===== src/rtl/counter_sched_pkg.sv =====
// Shared types for the counter_sched interval timer: FSM state encoding.
package counter_sched_pkg;

    localparam int STATE_W = 2;

    typedef enum logic [STATE_W-1:0] {
        IDLE  = 2'd0,
        RUN   = 2'd1,
        PAUSE = 2'd2
    } sched_state_e;

endpackage


===== src/rtl/tick_prescaler.sv =====
// Prescaler for counter_sched: raises step once every div+1 enabled cycles.
module tick_prescaler #(
    parameter int PRESC_W = 8
) (
    input  logic               clk,
    input  logic               rstn,
    input  logic               clr,
    input  logic               en,
    input  logic [PRESC_W-1:0] div,
    output logic               step
);

    logic [PRESC_W-1:0] cnt_r;

    assign step = en && (cnt_r == div);

    // Prescaler count: clear wins over enable, wraps to zero on each step.
    always_ff @(posedge clk or negedge rstn) begin
        if (!rstn) begin
            cnt_r <= {PRESC_W{1'b0}};
        end else if (clr) begin
            cnt_r <= {PRESC_W{1'b0}};
        end else if (en) begin
            if (cnt_r == div) begin
                cnt_r <= {PRESC_W{1'b0}};
            end else begin
                cnt_r <= cnt_r + PRESC_W'(1);
            end
        end else begin
            cnt_r <= cnt_r;
        end
    end

endmodule


===== src/rtl/counter_sched.sv =====
// Programmable interval timer: start/stop/hold sequencing, prescaled up-count,
// terminal-count tick with one-shot or auto-reload behaviour.
module counter_sched
    import counter_sched_pkg::*;
#(
    parameter int WIDTH   = 16,
    parameter int PRESC_W = 8
) (
    input  logic               clk,
    input  logic               rstn,
    input  logic               start,
    input  logic               stop,
    input  logic               hold,
    input  logic               auto_reload,
    input  logic [WIDTH-1:0]   period,
    input  logic [PRESC_W-1:0] prescale,
    output logic [WIDTH-1:0]   count_out,
    output logic               busy,
    output logic               paused,
    output logic               tick,
    output logic               done
);

    sched_state_e       state_r;
    logic [WIDTH-1:0]   count_r;
    logic [WIDTH-1:0]   period_sh_r;
    logic [PRESC_W-1:0] presc_sh_r;
    logic               reload_sh_r;
    logic               busy_r;
    logic               paused_r;
    logic               tick_r;
    logic               done_r;
    logic               active_s;
    logic               step_s;

    // Leaving PAUSE counts on the same edge, so a hold of N cycles delays by exactly N.
    assign active_s = (state_r != IDLE) && !hold && !start && !stop;

    tick_prescaler #(
        .PRESC_W (PRESC_W)
    ) u_presc (
        .clk  (clk),
        .rstn (rstn),
        .clr  (start),
        .en   (active_s),
        .div  (presc_sh_r),
        .step (step_s)
    );

    // Control FSM, main count, shadow config and registered status pulses.
    always_ff @(posedge clk or negedge rstn) begin
        if (!rstn) begin
            state_r     <= IDLE;
            count_r     <= {WIDTH{1'b0}};
            period_sh_r <= {WIDTH{1'b0}};
            presc_sh_r  <= {PRESC_W{1'b0}};
            reload_sh_r <= 1'b0;
            busy_r      <= 1'b0;
            paused_r    <= 1'b0;
            tick_r      <= 1'b0;
            done_r      <= 1'b0;
        end else begin
            tick_r <= 1'b0;
            done_r <= 1'b0;
            if (stop) begin
                state_r  <= IDLE;
                busy_r   <= 1'b0;
                paused_r <= 1'b0;
            end else if (start) begin
                state_r     <= RUN;
                count_r     <= {WIDTH{1'b0}};
                period_sh_r <= period;
                presc_sh_r  <= prescale;
                reload_sh_r <= auto_reload;
                busy_r      <= 1'b1;
                paused_r    <= 1'b0;
            end else begin
                case (state_r)
                    IDLE: begin
                        state_r <= IDLE;
                    end
                    RUN, PAUSE: begin
                        if (hold) begin
                            state_r  <= PAUSE;
                            paused_r <= 1'b1;
                        end else begin
                            state_r  <= RUN;
                            paused_r <= 1'b0;
                            if (step_s) begin
                                if (count_r == period_sh_r) begin
                                    tick_r <= 1'b1;
                                    if (reload_sh_r) begin
                                        count_r <= {WIDTH{1'b0}};
                                    end else begin
                                        state_r <= IDLE;
                                        busy_r  <= 1'b0;
                                        done_r  <= 1'b1;
                                    end
                                end else begin
                                    count_r <= count_r + WIDTH'(1);
                                end
                            end else begin
                                count_r <= count_r;
                            end
                        end
                    end
                    default: begin
                        state_r  <= IDLE;
                        busy_r   <= 1'b0;
                        paused_r <= 1'b0;
                    end
                endcase
            end
        end
    end

    assign count_out = count_r;
    assign busy      = busy_r;
    assign paused    = paused_r;
    assign tick      = tick_r;
    assign done      = done_r;

endmodule


===== config.mk =====
export PLATFORM = sky130hd
export DESIGN_NAME = counter_sched
export DESIGN_NICKNAME = d
export VERILOG_FILES = /design/src/rtl/counter_sched_pkg.sv /design/src/rtl/tick_prescaler.sv /design/src/rtl/counter_sched.sv
export SDC_FILE = /design/constraint.sdc
export NUM_CORES = 1
export LEC_CHECK = 0
export ABC_AREA = 1
export BUFFER_PORTS_ARGS = -buffer_cell sky130_fd_sc_hd__buf_2
export CAP_MARGIN = 5
export CORE_MARGIN = 2
export CORE_UTILIZATION = 55
export CTS_CLUSTER_SIZE = 20
export DETAILED_ROUTE_END_ITERATION = 10
export PLACE_DENSITY_LB_ADDON = 0.15
export SETUP_SLACK_MARGIN = 0.15
export SLEW_MARGIN = 10
export SYNTH_ARGS = -nofsm -noshare
export SYNTH_HDL_FRONTEND = slang
export SYNTH_HIERARCHICAL = 1
export SYNTH_SLANG_ARGS = --single-unit

===== constraint.sdc =====
create_clock -name clk -period 2.3 [get_ports clk]
set_input_delay 0 -clock clk [delete_from_list [all_inputs] [get_ports clk]]
set_output_delay 0 -clock clk [all_outputs]
set_load 0.05 [all_outputs]

Word-level counts from Yosys, hierarchy flattened --
Cells that the tools add are included.
Word-level totals: register bits after elaboration 55, output and inout bits 20, logic and storage cells 80
Cells by class: add/sub/neg operators 2, eq/ne operators 11, muxes and demuxes 40, bitwise logic cells 1, reduce and logical (&&, ||, !) cells 16
Operator list (count):
- $mux W16 | 6
- $mux W1 | 25
- $mux W8 | 3
- $add A16 B1 Y16 const B | 1
- $eq A16 B16 Y1 | 1
- $ne A4 B4 Y1 const B | 4
- $reduce_and A5 Y1 | 2
- $add A8 B1 Y8 const B | 1
- $eq A8 B8 Y1 | 1
- $mux W2 | 4
- $reduce_bool A2 Y1 | 4
- $ne A3 B3 Y1 const B | 2
- $logic_and A1 B1 Y1 | 4
- $pmux W1 S2 | 2
- $logic_not A1 Y1 | 3
- $eq A2 B1 Y1 const B | 1
- $eq A2 B2 Y1 const B | 1
- $logic_not A2 Y1 | 1
- $ne A2 B2 Y1 const B | 1
- $reduce_and A2 Y1 | 1
- $reduce_or A2 Y1 | 1
- $not A1 Y1 | 1

Logic depth before layout (Yosys ltp) --
Gate-level depths: netlist of the first run.
word-level depth 10, depth in mapped cells 14

Hierarchy --
The synthesis of the first run kept the hierarchy.
By module, submodules not included:
- counter_sched | instances 1, cells each 330, area an instance 2553.7 µm²
- tick_prescaler | instances 1, cells each 91, area an instance 603.1 µm²

Worst setup path after synthesis of the first run --
Ideal clock, no wire load.
path type reg-to-reg, start point register count_r[8] (netlist: count_out[8]), end point register count_r[15] (netlist: count_out[15]), library setup time 0.119 ns, arrival 1.921 ns, setup slack 0.260 ns, stages on the path, launching flop included 14, buffers on the path 2, path through dfrtp_1 > buf_2 > inv_2 > nand2_1 > nand2_1 > nor2_1 > nand2_1 > nor2_2 > nand2_4 > o21ai_4 > nand2_4 > buf_6 > nand2_1 > nand2_1
Between the ends: word-level cells in the longest chain between the ends 6
RTL lines:
- from (decl) | line counter_sched.sv:25 | logic [WIDTH-1:0] count_r;
- from (signal assigned) | line counter_sched.sv:54 | count_r <= {WIDTH{1'b0}};
- from (signal assigned) | line counter_sched.sv:71 | count_r <= {WIDTH{1'b0}};
- from (signal assigned) | line counter_sched.sv:93 | count_r <= {WIDTH{1'b0}};
- $add A16 B1 Y16 or $eq A16 B16 Y1 (tied branches) | line counter_sched.sv:100, counter_sched.sv:90
- $mux W16 | line counter_sched.sv:90 | if (count_r == period_sh_r) begin
- $mux W16 | line counter_sched.sv:89 | if (step_s) begin
- $mux W16 | line counter_sched.sv:83 | if (hold) begin
- $mux W16 | line counter_sched.sv:78 | case (state_r)
- $mux W16 | line counter_sched.sv:69 | end else if (start) begin
Parallel ways exist; a longest one is shown, timed or not. The select of a mux whose other input is x is not followed. A chain may end at the register's enable or synchronous reset.

Worst setup path in the final report of the first run --
start point register count_r[10] (netlist: count_out[10]), end point register count_r[13] (netlist: count_out[13])
The elaborated chain is that of the path after synthesis.

==> flow_summary.yaml, run 1 <==
routing:
  met2_length_mm: 3.26
  top_layer_used: "met4"
  drt_pass1_iterations: 4
  drc: 0
  detail-route-antenna-nets: 0
  wl_per_cell_um: 11.9
  vias_per_cell: 4.91
  wl_met3_um: 312
  routed-via-count: 2834
  drt_iter0_drc: 120
  met1_length_mm: 3.23
  drt_wl_total_mm: 6.87
finish:
  fillers: 452
  syn_to_final_growth_pct: 23.4
  layout-drive-gt1-share_pct: 21.4
  nNetsFinal: 537
  diodes: 0
  post-route-util_pct: 70.3
  final_cells: 577
cts:
  ctsHtreeMaxLevel: 2
  numClockSinks: 55
  path_clk_slew_ns: 0.10
  cts_buffer_depth: 2
  clockRootBuffer: "clkbuf_8"
  cts_tree: "built"
  numCtsBuffers: 5
  insertion_delay_ns: 0.31
yosys:
  synth_cell_type_count: 27
  synth.area.top_cells: "dfrtp_1, nand2_1, nor2_1"
  synthFlopType: "dfrtp_1"
  syn_nets: 454
  syn-mean-instance-area_um2: 7.50
  async_flop_share_pct: 100
  ys.warnings.count: 6
  netlist_area_um2: 3160
  synth_common_cells: "nand2_1, nor2_1, dfrtp_1"
  netlist.area_leader.share_pct: 43.6
  seq_area_frac_synth_pct: 43.6
  synth_most_common_cell: "nand2_1"
  synth_edf_count: 0
  postSynthCellCount: 421
  synth_top_area_cell: "dfrtp_1"
  ys_ff_latch: 55
sta:
  setup_violations: 0
  grt_setup_unrepaired: "no"
  min_period_over_period_pct: 86.5
  holdWs_ns: 0.0451
  fin_worst_skew_ns: 0.0128
  fin_crit_ns: 1.99
  worstMarginPinSlew_ns: 0.747
  max-slew-margin-rel_pct: 50.0
  finalHoldViolations: 0
  finalSetupTns_ns: 0
  max_freq_ghz: 0.503
  slew_violations: 0
critical_path:
  crit_arrival_ns: 2.18
  reg2reg_from: "count_out[10]"
  cp_num_buf_inv: 1
  r2r_slack_ns: 0.31
  crit_family: "simple AND/OR/NAND/NOR gates"
  cp_common_cell: "nand2_1"
  crit_path_end_kind: "flop"
  r2r_end: "count_out[13]"
  path_cells: "inv_1 > nand2_1 > nand2_1 > nor2_1 > nand2_1 > nor2_4 > nand2_4 > o21ai_4 > nand2_4 > nand2_1 > nand2_1"
  critical_path.max_stage_delay_ns: 0.45
  path_class: "reg2reg"
  start_kind: "flop"
  critPathSlowestCell: "dfrtp_1"
  crit_required_ns: 2.49
  r2r_cells: 11
  cp_max_fo: 16
power:
  p_total_mw: 2.11
  p_int_mw: 1.50
  seqPwrFrac_pct: 52.9
  switching_power_mw: 0.604
  switching_share_pct: 28.7
  p_comb_share_pct: 20.0
  clockPowerShare_pct: 27.1
  vdd_drop_max_uv: 464
  p_per_area_nw_per_um2: 541
  p_leak_nw: 2.04
place:
  io_buffers: 49
  hpwl_mm: 4.71
  dp_cells: 540
  place.gp.congestion: 0.850
hold_path:
  hold_path.class: "in2reg"
  hold_depth: 3
  hold_start: "start"
  holdPathEnd: "paused"
global_routing:
  grt_pass1_vias: 2645
  gr-total-overflow: 0
  antenna_found_initial: 0
  grt_use_total_pct: 23.2
  grt_pass1_wl_mm: 11.8
  grt_max_degree: 56
status:
  status: "finished, final reports clean"
job:
  drv_cap: 0
floorplanning:
  pin_count: 50
  initial_core_util_pct: 57.0
  num_rows: 27
  fp.dieW_um: 79.8
  die_h_um: 79.8
  core_area_um2: 5540
  die-area_um2: 6360
## tightest hold or removal path: cells and delay by family
family	cells	cell delay, ns
AO/OA/AOI/OAI	1	0.15
buffers and inverters	1	0.10
AND/OR/NAND/NOR	1	0.06
## worst max path at each step
| stage | slack (ns) | cells past startpoint | from | to |
|---|---|---|---|---|
| after floorplan | 0.26 | 13 | count_out[8] | count_out[15] |
| after global placement | 0.30 | 11 | state_r[0] | count_out[7] |
| after detailed placement | 0.25 | 11 | state_r[0] | count_out[7] |
| after CTS | 0.20 | 13 | stop | count_out[7] |
| after global routing | 0.15 | 13 | u_presc/cnt_r[0] | count_out[9] |
| final | 0.31 | 11 | count_out[10] | count_out[13] |
## power by group through the flow
stage	logic, mW	registers (mW)	clock network, mW
2_1_floorplan	0.227	1.17	0
3_3_place_gp	0.376	1.13	0
3_5_place_dp	0.384	1.13	0
4_1_cts	0.422	1.11	0.596
5_1_grt	0.473	1.13	0.627
6_report	0.421	1.11	0.570
## per-layer routing
layer  vias up  GRT usage, %
li1       1475             -
met1      1296          31.9
met2        57          38.6
met3         6          3.62
met4         0          6.10
met5         -             0
## per-stage QoR
stage               worst slack (ns)  cell area (µm²)
global route                   0.152             3890
floorplan                      0.260             3160
CTS                            0.201             3880
finish                         0.310             3890
detailed placement             0.255             3500
global placement               0.304             3500
## repair_timing
action / 4_1_cts / 5_1_grt
buffers inserted: 0 / 1
gates resized for setup: 0 / 3
setup endpoints to repair: 0 / 16
hold endpoints to repair: 82 / 0
hold buffers: 28 / 0
## state kept, by name (all words and copies together) (netlist names), 2 cells and up
name / count
count_out: 16
state_r: 2
period_sh_r: 16
u_presc/cnt_r: 8
presc_sh_r: 8
## cells in the final DEF, fill, tap and decap left out
cell type / instances
nor2_2: 7
mux2_2: 13
ha_1: 3
buf_2: 49
nor3_4: 1
nor3_2: 1
nand4_1: 7
a31oi_1: 1
nand3_2: 3
inv_1: 42
nand2_4: 2
dfrtp_2: 1
buf_4: 10
clkbuf_8: 7
dlygate4sd3_1: 28
xnor2_1: 3
nor2_1: 56
a21oi_1: 15
dfrtp_1: 54
o21ai_4: 1
clkbuf_1: 1
nand2_2: 3
inv_2: 9
nand2_1: 133
o21ai_0: 5
xor2_1: 13
nor3b_1: 1
nor3_1: 2
nor2_4: 1
nand3_1: 33
## cell type report
cell class	instances	area, µm²	area share [%]
Tap cell	72	90.1	2.31
Inverter	51	191	4.91
Timing Repair Buffer	87	601	15.4
Clock buffer	8	100	2.57
Sequential cell	55	1380	35.4
Multi-Input combinational cell	304	1540	39.4
## kinds of logic (layout without fill, tap and decap cells)
logic type | count (synthesis) | count (layout) | synth area share (%)
xor gates and xnor gates | 16 | 16 | 4.44
and+or+nand+nor | 250 | 250 | 34.2
muxes | 13 | 13 | 4.64
adders and majority gates | 3 | 3 | 1.19
AOI/OAI and AO/OA | 22 | 22 | 3.88
buffers and inverters | 62 | 146 | 8.09
DFF | 55 | 55 | 43.6
(Power assumes the default switching activity.)
==> inputs of run 2 (changes only) <==
--- a/config.mk
+++ b/config.mk
@@ -10,6 +10,7 @@
 export CAP_MARGIN = 5
 export CORE_MARGIN = 2
 export CORE_UTILIZATION = 55
+export CTS_BUF_LIST = sky130_fd_sc_hd__clkbuf_4 sky130_fd_sc_hd__clkbuf_8
 export CTS_CLUSTER_SIZE = 20
 export DETAILED_ROUTE_END_ITERATION = 10
 export PLACE_DENSITY_LB_ADDON = 0.15
==> flow_summary.yaml, run 2 (same netlist as run 1, synthesis figures left out) <==
cts:
  path_clk_slew_ns: 0.10
  insertion_delay_ns: 0.30
  ctsHtreeMaxLevel: 2
  cts_buffer_depth: 2
  numCtsBuffers: 5
  numClockSinks: 55
  cts_tree: "built"
  clockRootBuffer: "clkbuf_8"
place:
  io_buffers: 49
  dp_cells: 540
  pre_cts_ws_ns: 0.255
  hpwl_mm: 4.71
  place.gp.congestion: 0.850
global_routing:
  grt_pass1_wl_mm: 11.8
  grt_use_total_pct: 23.2
  gr-total-overflow: 0
  grt_max_degree: 56
  grt_pass1_vias: 2646
  antenna_found_initial: 0
finish:
  syn_to_final_growth_pct: 23.5
  final_cells: 577
  diodes: 0
  nNetsFinal: 537
  final_common_cell: "nand2_1"
  layout-drive-gt1-share_pct: 21.6
  layout_common_cells: "nand2_1, nor2_1, dfrtp_1"
  fillers: 450
routing:
  drt_iter0_drc: 125
  vias_per_cell: 4.93
  drt_wl_total_mm: 6.85
  drc: 0
  drt_pass1_iterations: 5
  routed-via-count: 2844
  detail-route-antenna-nets: 0
  wl_per_cell_um: 11.9
floorplanning:
  fp.dieW_um: 79.8
  die_h_um: 79.8
  die-area_um2: 6360
  pin_count: 50
  initial_core_util_pct: 57.0
  num_rows: 27
  core_area_um2: 5540
critical_path:
  cp_common_cell: "nand2_1"
  critical_path.max_stage_delay_ns: 0.45
  crit_arrival_ns: 2.19
  cp_num_buf_inv: 1
  path_class: "reg2reg"
  start_kind: "flop"
  critPathSlowestCell: "dfrtp_1"
  crit_family: "simple AND/OR/NAND/NOR gates"
  crit_required_ns: 2.50
  path_cells: "inv_1 > nand2_1 > nand2_1 > nor2_1 > nand2_1 > nor2_4 > nand2_4 > o21ai_4 > nand2_4 > nand2_1 > nand2_1"
  crit_path_end_kind: "flop"
  cp_max_fo: 16
sta:
  fin_ws_ns: 0.310
  worstMarginPinSlew_ns: 0.746
  fin_crit_ns: 1.99
  setup_violations: 0
  grt_setup_unrepaired: "no"
  finalSetupTns_ns: 0
  finalHoldViolations: 0
  min_period_over_period_pct: 86.5
  slew_violations: 0
  max-slew-margin-rel_pct: 50.1
  max_freq_ghz: 0.502
  fin_worst_skew_ns: 0.0103
hold_path:
  hold_path.class: "in2reg"
job:
  drv_cap: 0
power:
  vdd_drop_max_uv: 464
  p_leak_nw: 2.05
  p_per_area_nw_per_um2: 543
status:
  status: "finished, final reports clean"
==> run 2: final timing paths <==
| check | from | end | slack (ns) | cells past startpoint |
|---|---|---|---|---|
| max in group asynchronous | rstn | count_out[11] | 1.47 | 3 |
| worst max register to register | count_out[10] | count_out[11] | 0.31 | 11 |
| worst min-delay path | start | paused | 0.05 | 3 |
| min in group asynchronous | rstn | presc_sh_r[2] | 0.34 | 3 |
| worst max-delay path | count_out[10] | count_out[11] | 0.31 | 11 |
| worst min register to register | busy | busy | 0.48 | 2 |
==> run 2: worst min-delay path, delay by kind of cell <==
kind                   cells  cell delay, ns
AO/OA/AOI/OAI              1            0.15
buffers and inverters      1            0.10
AND/OR/NAND/NOR            1            0.06
==> run 2: stage by stage <==
stage / instance area (µm²) / hold WS [ns] / power, mW / util [%]
after CTS: 3880 / 0.0255 / 2.14 / 70.1
after global placement: 3500 / 0.178 / 1.51 / 63.1
after floorplan: 3160 / -0.296 / 1.39 / -
final: 3900 / 0.0456 / 2.12 / 70.4
after global routing: 3900 / 0.0459 / 2.24 / 70.4
after detailed placement: 3500 / 0.176 / 1.52 / 63.1
==> run 2: per-layer routing <==
metal  up-vias  GRT usage (%)  part of all wire [%]
met5         -              0                     0
met4         0           6.10                  0.95
met3         6           3.62                   5.6
met2        83           38.5                    47
met1      1280           31.9                    46
li1       1475              -                     -
==> run 2: area by class of cell <==
| type | count | area, µm² | share of cell area (%) |
|---|---|---|---|
| tap | 72 | 90.1 | 2.31 |
| clock buffer | 8 | 104 | 2.66 |
| inverter | 51 | 191 | 4.91 |
| multi-input combinational | 304 | 1540 | 39.4 |
| timing repair buffer | 87 | 601 | 15.4 |
| sequential | 55 | 1380 | 35.3 |
==> run 2: where the power goes <==
part / total (mW) / internal (mW) / switching (mW)
Sequential: 1.11 / 1.05 / 0.0665
Combinational: 0.421 / 0.179 / 0.243
Clock: 0.580 / 0.287 / 0.293
==> run 2: what timing repair did <==
| action | 4_1_cts | 5_1_grt |
|---|---|---|
| hold endpoints to repair | 82 | 0 |
| resized for setup | 0 | 3 |
| setup endpoints to repair | 0 | 16 |
| setup buffers | 0 | 1 |
| hold buffers | 28 | 0 |
==> inputs of run 3 (changes only) <==
--- a/config.mk
+++ b/config.mk
@@ -5,7 +5,6 @@
 export SDC_FILE = /design/constraint.sdc
 export NUM_CORES = 1
 export LEC_CHECK = 0
-export ABC_AREA = 1
 export BUFFER_PORTS_ARGS = -buffer_cell sky130_fd_sc_hd__buf_2
 export CAP_MARGIN = 5
 export CORE_MARGIN = 2
@@ -15,6 +14,7 @@
 export DETAILED_ROUTE_END_ITERATION = 10
 export PLACE_DENSITY_LB_ADDON = 0.15
 export SETUP_SLACK_MARGIN = 0.15
+export SKIP_CTS_REPAIR_TIMING = 1
 export SLEW_MARGIN = 10
 export SYNTH_ARGS = -nofsm -noshare
 export SYNTH_HDL_FRONTEND = slang
==> constraint.sdc (replaced) <==
create_clock -name clk -period 2.3 [get_ports clk]
set_input_delay 0.23 -clock clk [delete_from_list [all_inputs] [get_ports clk]]
set_output_delay 0.23 -clock clk [all_outputs]
set_load 0.05 [all_outputs]
==> flow_summary.yaml, run 3 <==
status:
  status: "finished, final reports clean"
cts:
  numClockSinks: 55
  cts_tree: "built"
  clockRootBuffer: "clkbuf_8"
  numCtsBuffers: 5
  ctsHtreeMaxLevel: 2
  insertion_delay_ns: 0.32
  path_clk_slew_ns: 0.10
  cts_buffer_depth: 2
yosys:
  syn-mean-instance-area_um2: 11.3
  synth_common_cells: "dfrtp_1, mux2_2, inv_1"
  synthAdderAreaFrac_pct: 1.24
  netlist.area_leader.share_pct: 45.5
  synth_top_area_cell: "dfrtp_1"
  synth-simple-area-share_pct: 17.1
  synth.area.top_cells: "dfrtp_1, mux2_2, xor2_1"
  syn_nets: 300
  synth_mux_area_share_pct: 9.64
  netlist_area_um2: 3020
  synth_most_common_cell: "dfrtp_1"
  synthXorXnorAreaFrac_pct: 10.3
  synth_top_family_by_area: "simple AND/OR/NAND/NOR gates"
  synth_cell_type_count: 51
  synth_compound_area_share_pct: 11.2
  postSynthCellCount: 267
  async_flop_share_pct: 100
  ys_ff_latch: 55
  seq_area_frac_synth_pct: 45.5
  synthFlopType: "dfrtp_1"
  synth_edf_count: 0
  ys.warnings.count: 6
sta:
  grt_setup_unrepaired: "yes"
  holdWs_ns: 0.0193
  worstMarginPinSlew_ns: 0.884
  setup_violations: 0
  fin_crit_ns: 2.19
  finalHoldViolations: 0
  slew_violations: 0
  max-slew-margin-rel_pct: 41.0
  max_freq_ghz: 0.457
  fin_worst_skew_ns: 0.0117
  finalSetupTns_ns: 0
  min_period_over_period_pct: 95.2
  fin_ws_ns: 0.111
global_routing:
  grt_pass1_wl_mm: 11.0
  grt_max_degree: 40
  grt_use_total_pct: 22.8
  grt_pass1_vias: 2322
  antenna_found_initial: 0
  gr-total-overflow: 0
finish:
  diodes: 0
  design_area_um2: 3740
  layout-drive-gt1-share_pct: 46.7
  final_cells: 408
  syn_to_final_growth_pct: 23.5
  post-route-util_pct: 71.8
  final_common_cell: "dfrtp_1"
  layout_common_cells: "dfrtp_1, buf_2, mux2_2"
  nNetsFinal: 370
critical_path:
  crit_path_end_kind: "flop"
  critical_path.max_stage_delay_ns: 0.46
  path_class: "reg2reg"
  cp_max_fo: 8
  crit_arrival_ns: 2.38
  r2r_end: "count_out[13]"
  path_cells: "xnor2_1 > nand4_2 > nor3_4 > nand2_1 > a211oi_2 > nor2_2 > a21oi_4 > clkbuf_16 > o22ai_2"
  critPathSlowestCell: "dfrtp_2"
  cp-startpoint: "u_presc/cnt_r[6]"
  r2r_cells: 9
  r2r_slack_ns: 0.11
  reg2reg_from: "u_presc/cnt_r[6]"
  start_kind: "flop"
  crit_required_ns: 2.49
place:
  dpl_cell_area_um2: 3440
  pre_cts_ws_ns: 0.0743
  hpwl_mm: 4.87
  io_buffers: 49
  dp_cells: 393
  place.gp.congestion: 0.833
routing:
  drt_wl_total_mm: 6.77
  drc: 0
  wl_per_cell_um: 16.6
  vias_per_cell: 5.72
  drt_iter0_drc: 87
  detail-route-antenna-nets: 0
  routed-via-count: 2334
  drt_pass1_iterations: 4
floorplanning:
  num_rows: 26
  initial_core_util_pct: 58.1
  die_h_um: 78.2
  pin_count: 50
  die-area_um2: 6110
  core_area_um2: 5200
  fp.dieW_um: 78.2
power:
  p_total_mw: 2.29
  p_per_area_nw_per_um2: 612
  vdd_drop_max_uv: 417
  p_leak_nw: 1.59
job:
  drv_cap: 0
hold_path:
  hold_path.class: "in2async"
## run 3: changes by cell type after synthesis, moves of 8 or more
cell / previous run / this run
a21oi_1: 15 / 1
mux2_2: 13 / 25
inv_2: 9 / 1
nand3_1: 33 / 11
nor2_1: 57 / 13
nand2_1: 134 / 14
xnor2_1: 3 / 13
inv_1: 42 / 23
## run 3: worst max-delay path, delay by kind of cell (launching register included)
| family | cells | cell delay (ns) |
|---|---|---|
| DFF | 1 | 0.46 |
| xor gates and xnor gates | 1 | 0.22 |
| and+or+nand+nor | 4 | 0.67 |
| AOI/OAI and AO/OA | 3 | 0.52 |
| buffers and inverters | 1 | 0.20 |
## run 3: power breakdown
group	switching [mW]	total, mW	internal (mW)	leakage, nW
clock network	0.325	0.653	0.328	0.0548
registers	0.0937	1.15	1.05	0.683
logic	0.275	0.487	0.213	0.853
total	0.693	2.29	1.59	1.59
## run 3: routing by layer
layer  vias up  share of wire, %  track usage [%]
li1       1102                 -                -
met1      1147                43             30.8
met2        73                50             35.9
met3        12               5.3             5.40
met4         0               1.6             8.07
met5         -                 0                0
## run 3: worst max path at each step
stage                    endpoint  slack [ns]
detailed placement  count_out[15]        0.07
CTS                 count_out[15]        0.05
global placement     count_out[4]        0.23
global route        count_out[13]       0.007
finish              count_out[13]        0.11
floorplan           count_out[11]        0.16
## run 3: cells by family after synthesis
kind of cell,count (synthesis)
simple gates,82
flops,55
compound gates,36
xor+xnor,34
buf+inv,31
mux,26
fa+ha+maj,3
## run 3: layout make-up
| type | instances | area (µm²) |
|---|---|---|
| flip-flops and latches | 55 | 1380 |
| clock buffers | 5 | 68.8 |
| well taps | 70 | 87.6 |
| clock inverters | 3 | 46.3 |
| multi-input cells | 181 | 1630 |
| inverters | 24 | 90.1 |
| repair buffers | 70 | 433 |
| fillers | 402 | 1470 |
